==> config.mk <==
export PLATFORM = sky130hd
export DESIGN_NAME = prog_ctr
export DESIGN_NICKNAME = d
export VERILOG_FILES = /design/src/rtl/prog_ctr.sv
export SDC_FILE = /design/constraint.sdc
export NUM_CORES = 1
export LEC_CHECK = 0
export CORE_ASPECT_RATIO = 1.5
export CORE_UTILIZATION = 35
export DETAILED_ROUTE_END_ITERATION = 12
export GPL_TIMING_DRIVEN = 0
export PLACE_DENSITY_LB_ADDON = 0.12
export SLEW_MARGIN = 20
export SYNTH_ARGS = -nofsm -noshare
export SYNTH_HDL_FRONTEND = slang
export SYNTH_SLANG_ARGS = --single-unit
==> constraint.sdc <==
create_clock -name clk_i -period 4.3 [get_ports clk_i]
set_input_delay 0.43 -clock clk_i [delete_from_list [all_inputs] [get_ports clk_i]]
set_output_delay 0.43 -clock clk_i [all_outputs]
set_load 0.1 [all_outputs]
==> src/rtl/prog_ctr.sv <==
// -----------------------------------------------------------------------------
// prog_ctr: program counter sequencer with IDLE/RUN/HALT control, absolute and
// relative branching, a saturating RUN-cycle counter and an optional 4-entry
// subroutine return stack.
//
// Build option: define PC_RET_STACK_EN to include the return stack. Without it,
// call_i behaves as an absolute branch, ret_i is ignored and stack_err_o is 0.
//
// Parameters:
//   D   program-counter / branch-target width
//   CW  cycle-counter width
// Ports:
//   clk_i        clock, all state updates on the rising edge
//   reset_i      synchronous active-high reset
//   start_i      launch / relaunch execution from address 0
//   done_i       program-complete flag from the decoder
//   br_abs_i     absolute branch to target_i
//   br_rel_i     relative branch, target_i as a two's-complement offset
//   call_i       subroutine call to target_i
//   ret_i        subroutine return
//   br_idx_i     branch-target index from the instruction
//   target_i     lookup-table result for br_idx_i (combinational)
//   lut_addr_o   lookup-table address, br_idx_i[2:0] (combinational)
//   lut_third_o  lookup-table extension bit, br_idx_i[3] (combinational)
//   prog_ctr_o   current instruction address
//   running_o    high while in RUN
//   halted_o     high while in HALT
//   cycle_cnt_o  RUN cycles since launch, saturating
//   stack_err_o  sticky return-stack overflow/underflow flag
// -----------------------------------------------------------------------------
module prog_ctr #(
    parameter int unsigned D  = 12,
    parameter int unsigned CW = 16
) (
    input  logic          clk_i,
    input  logic          reset_i,
    input  logic          start_i,
    input  logic          done_i,
    input  logic          br_abs_i,
    input  logic          br_rel_i,
    input  logic          call_i,
    input  logic          ret_i,
    input  logic [3:0]    br_idx_i,
    input  logic [D-1:0]  target_i,
    output logic [2:0]    lut_addr_o,
    output logic          lut_third_o,
    output logic [D-1:0]  prog_ctr_o,
    output logic          running_o,
    output logic          halted_o,
    output logic [CW-1:0] cycle_cnt_o,
    output logic          stack_err_o
);

    typedef enum logic [1:0] {
        IDLE = 2'd0,
        RUN  = 2'd1,
        HALT = 2'd2
    } state_e;

    state_e          state_q, state_d;
    logic [D-1:0]    pc_q, pc_d;
    logic [D-1:0]    pc_inc;
    logic [CW-1:0]   cnt_q, cnt_d;
    logic            running_q, halted_q;

`ifdef PC_RET_STACK_EN
    localparam int unsigned DEPTH = 4;
    localparam int unsigned SPW   = 3;

    logic [D-1:0]    stack_q [DEPTH];
    logic [SPW-1:0]  sp_q, sp_d;
    logic [1:0]      pop_idx;
    logic            push_c;
    logic            err_q, err_d;
`else
    logic            unused_ret;
    assign unused_ret = ret_i;
`endif

    // Table lookup is driven straight from the instruction field.
    assign lut_addr_o  = br_idx_i[2:0];
    assign lut_third_o = br_idx_i[3];

    // Next-state, next-PC and counter logic.
    always_comb begin
        state_d = state_q;
        pc_d    = pc_q;
        cnt_d   = cnt_q;
        pc_inc  = pc_q + D'(1);
`ifdef PC_RET_STACK_EN
        sp_d    = sp_q;
        err_d   = err_q;
        push_c  = 1'b0;
        pop_idx = 2'(sp_q - SPW'(1));
`endif
        case (state_q)
            IDLE: begin
                if (start_i) begin
                    state_d = RUN;
                    pc_d    = '0;
                    cnt_d   = '0;
                end
            end
            RUN: begin
                // The cycle in which done_i is sampled still counts.
                if (cnt_q != '1) begin
                    cnt_d = cnt_q + CW'(1);
                end
                if (done_i) begin
                    state_d = HALT;
`ifdef PC_RET_STACK_EN
                end else if (ret_i) begin
                    // Underflow falls back to a plain increment.
                    if (sp_q != '0) begin
                        pc_d = stack_q[pop_idx];
                        sp_d = sp_q - SPW'(1);
                    end else begin
                        pc_d  = pc_inc;
                        err_d = 1'b1;
                    end
                end else if (call_i) begin
                    // Overflow drops the return address but still branches.
                    pc_d = target_i;
                    if (sp_q == SPW'(DEPTH)) begin
                        err_d = 1'b1;
                    end else begin
                        push_c = 1'b1;
                        sp_d   = sp_q + SPW'(1);
                    end
`else
                end else if (call_i) begin
                    pc_d = target_i;
`endif
                end else if (br_abs_i) begin
                    pc_d = target_i;
                end else if (br_rel_i) begin
                    // Modular add doubles as two's-complement offset.
                    pc_d = pc_q + target_i;
                end else begin
                    pc_d = pc_inc;
                end
            end
            HALT: begin
                if (start_i) begin
                    state_d = RUN;
                    pc_d    = '0;
                    cnt_d   = '0;
                end
            end
            default: begin
                state_d = IDLE;
            end
        endcase
    end

    // State, PC, counter and status registers.
    always_ff @(posedge clk_i) begin
        if (reset_i) begin
            state_q   <= IDLE;
            pc_q      <= '0;
            cnt_q     <= '0;
            running_q <= 1'b0;
            halted_q  <= 1'b0;
        end else begin
            state_q   <= state_d;
            pc_q      <= pc_d;
            cnt_q     <= cnt_d;
            running_q <= (state_d == RUN);
            halted_q  <= (state_d == HALT);
        end
    end

`ifdef PC_RET_STACK_EN
    // Stack pointer and sticky error flag.
    always_ff @(posedge clk_i) begin
        if (reset_i) begin
            sp_q  <= '0;
            err_q <= 1'b0;
        end else begin
            sp_q  <= sp_d;
            err_q <= err_d;
        end
    end

    // Return-address storage; emptiness is tracked by sp_q alone.
    always_ff @(posedge clk_i) begin
        if (push_c) begin
            stack_q[sp_q[1:0]] <= pc_inc;
        end
    end

    assign stack_err_o = err_q;
`else
    assign stack_err_o = 1'b0;
`endif

    assign prog_ctr_o  = pc_q;
    assign cycle_cnt_o = cnt_q;
    assign running_o   = running_q;
    assign halted_o    = halted_q;

endmodule

==> flow_summary.json <==
{
  "outcome": "finished clean",
  "nets": 354,
  "power_per_cell_area_nw_per_um2": 260,
  "die_height_um": 96.8,
  "placeableCoreArea_um2": 5790,
  "primary_ff_master_synth": "dfxtp_1",
  "mappedNetlistArea_um2": 2100,
  "layout_min_cycle_time_ns": 2.66,
  "vias_per_cell": 5.42,
  "cell_accounting_for_the_most_synthesized_area": "dfxtp_1",
  "timing_max_transition_violations_final": 0,
  "critPathKind": "in -> reg",
  "die_width_um": 65.2,
  "regToRegEndpoint": "prog_ctr_o[11]$_SDFFE_PP0P_",
  "clock.fmax_mhz": 376,
  "synth.ff_latch_count": 32,
  "final_cell_count_no_fill": 389,
  "synth_area_per_cell_um2": 8.12,
  "drtIter0Drc": 93,
  "postSynth.asyncResetShare": 0,
  "worstPathMaxFanout": 10,
  "min_path_cells": 2,
  "die_area_um2": 6310,
  "tightest_slew_ns": 0.976,
  "grt_max_degree": 11,
  "first_pass_iters": 4,
  "finalHoldViolations": 0,
  "yosysWarningCount": 0,
  "drive_gt1_frac": 0.0757,
  "cts_htree_levels": 2,
  "timing.setup.tns_ns": 0,
  "ff2ff_path_depth": 5,
  "capture_endpoint_of_the_worst_hold_path": "prog_ctr_o[2]$_SDFFE_PP0P_",
  "final_min_period_over_clock_period": 0.618,
  "grt_first_pass_wirelength_mm": 9.43,
  "grt_usage": 0.190,
  "dpl.cell_count": 382,
  "cts_repair_resize_count": 0,
  "r2r_start": "state_q[0]$_SDFF_PP0_",
  "ios": 59,
  "end_kind": "register",
  "number_of_global_route_vias_before_repair": 2028,
  "hold_start": "prog_ctr_o[2]$_SDFFE_PP0P_",
  "synth_top_area_frac": 0.306,
  "portBuffers": 52,
  "synthTopCellsByArea": "dfxtp_1 (31%), ha_1 (7.2%), nor2_1 (5.7%), a21oi_1 (4.8%), xor2_1 (4.6%)",
  "grt_setup_unrepaired": "false",
  "syn2layout_area_growth_pct": 33.7,
  "finClkSkew_ns": 0.00516,
  "yosysUniqueCellTypes": 54,
  "cts_setup_buffers": 0,
  "data_required_time_of_the_worst_path_ns": 4.48,
  "max_cap_viol_count": 0,
  "avgRoutedWirePerCell_um": 14.4,
  "r2r_slack_ns": 2.03,
  "cts_hold_repair.buffers": 0,
  "type_of_the_most_critical_hold_path": "reg -> reg",
  "clkTransAtPathRegs_ns": 0.07,
  "cts_inserted_buffers": 5,
  "setup_violations": 0,
  "clock_tree.root_cell": "clkbuf_8",
  "drc": 0,
  "timing.critical_path.from_type": "input port",
  "drt-total-wl_mm": 5.58,
  "starting_density_of_the_core": 0.362,
  "cts_num_sinks": 32,
  "synth_fp_nets": 295,
  "tritoncts": "yes",
  "synth_edf_count": 0,
  "globalRoute.totalOverflow": 0,
  "worst-endpoint-arrival_ns": 2.84,
  "std_cell_rows": 34,
  "vias": 2108,
  "worst_skew_pair.late_latency_ns": 0.29,
  "grt_antenna_before_repair": 0,
  "synth_sequential_area_ratio": 0.306,
  "place.gp.congestion": 0.900,
  "p_leak_nw": 1.08,
  "cts_max_path_buffers": 2,
  "diodes": 0,
  "timing.slew.headroom": 0.347,
  "vdd.ir_drop.worst_v": 0.000119,
  "antenna_violating_nets_post_route": 0,
  "hpwlAfterDp_mm": 4.22,
  "synth_cells": 258
}
[metal layers]
metal | routed length, µm | GRT usage
met1 | 2310 | 0.213
met2 | 2940 | 0.335
met3 | 187 | 0.0354
met4 | 138 | 0.0870
met5 | 0 | 0
[synthesized netlist by cell type, types with 2 or more instances]
cell and instances:
nor3b_1 2, nand4_1 5, and3_2 2, nor4b_1 2
buf_6 2, a211oi_1 2, buf_4 5, nand2b_1 4
o211ai_1 3, nor2_1 32, nor2b_1 3, nor3_1 2
nand2_1 19, or3_1 2, o2111ai_1 6, inv_1 6
nand3_1 8, clkbuf_1 6, xnor2_1 7, o22ai_1 2
a22oi_1 6, dfxtp_1 32, ha_1 12, a21o_1 2
o21ai_0 10, and3_1 6, and2_1 12, a21oi_1 20
xor2_1 11, buf_2 2, o211a_1 2
[power by group]
| part | total, mW | leakage [nW] | switching [mW] | internal (mW) |
|---|---|---|---|---|
| logic | 0.162 | 0.773 | 0.109 | 0.0539 |
| registers | 0.308 | 0.259 | 0.00570 | 0.302 |
| clock network | 0.258 | 0.0503 | 0.116 | 0.143 |
| total | 0.729 | 1.08 | 0.230 | 0.499 |
[cell usage in the layout, fill, tap and decap left out, types with 6 or more instances in the layout]
cell / instances
clkbuf_1: 6
clkbuf_8: 7
dfxtp_1: 32
inv_1: 6
and3_1: 6
o2111ai_1: 6
and2_1: 12
nor2_1: 32
a22oi_1: 6
nand2_1: 19
xnor2_1: 7
clkdlybuf4s50_1: 52
nand3_1: 8
a21oi_1: 20
ha_1: 12
xor2_1: 11
o21ai_0: 10
[sequential cells by signal, indices dropped and copies added, names as in the netlist]
name / flops
running_o: 1
prog_ctr_o: 12
halted_o: 1
state_q: 2
cycle_cnt_o: 16
[kinds of logic (layout without fill, tap and decap cells)]
family / after synthesis / after routing / share of synthesized area
and+or+nand+nor: 106 / 106 / 0.263
AOI/OAI and AO/OA: 66 / 66 / 0.216
DFF: 32 / 32 / 0.306
buffers and inverters: 22 / 81 / 0.0573
xor gates and xnor gates: 18 / 18 / 0.0752
adders and majority gates: 13 / 13 / 0.0812
other: 1 / 1 / 0.00179
[area by class of cell]
cell class / count / area, µm²
Buffer: 16 / 97.6
Clock buffer: 7 / 96.3
Fill cell: 611 / 2980
Inverter: 6 / 22.5
Multi-Input combinational cell: 204 / 1340
Sequential cell: 32 / 641
Tap cell: 72 / 90.1
Timing Repair Buffer: 52 / 520
[worst max-delay path, stage by stage]
cell and delay [ns]:
clkdlybuf4s50_1 0.52, clkbuf_1 0.39, and2_1 0.25, ha_1 0.24, a21o_1 0.17, and4_1 0.25
o21ai_0 0.29, o2111ai_1 0.16, o211a_1 0.14
[per-stage QoR]
step / power, mW / area (µm²) / hold slack (ns) / util / setup WS [ns]
global route: 0.762 / 2800 / 0.527 / 0.484 / 1.50
finish: 0.729 / 2800 / 0.487 / 0.484 / 1.64
detailed placement: 0.478 / 2710 / 0.474 / 0.468 / 1.34
floorplan: 0.427 / 2100 / 0.524 / - / 1.72
global placement: 0.476 / 2710 / 0.476 / 0.468 / 1.31
CTS: 0.739 / 2800 / 0.485 / 0.484 / 1.64
[how the worst max path moves through the flow]
stage | startpoint | endpoint | slack (ns)
global placement | br_rel_i | prog_ctr_o[6]$_SDFFE_PP0P_ | 1.31
detailed placement | br_rel_i | prog_ctr_o[6]$_SDFFE_PP0P_ | 1.34
finish | br_rel_i | prog_ctr_o[9]$_SDFFE_PP0P_ | 1.64
floorplan | cycle_cnt_o[0]$_SDFFE_PP0P_ | cycle_cnt_o[2]$_SDFFE_PP0P_ | 1.72
global route | br_rel_i | prog_ctr_o[9]$_SDFFE_PP0P_ | 1.50
CTS | br_rel_i | prog_ctr_o[6]$_SDFFE_PP0P_ | 1.64
Power figures use the tool's default switching activity.
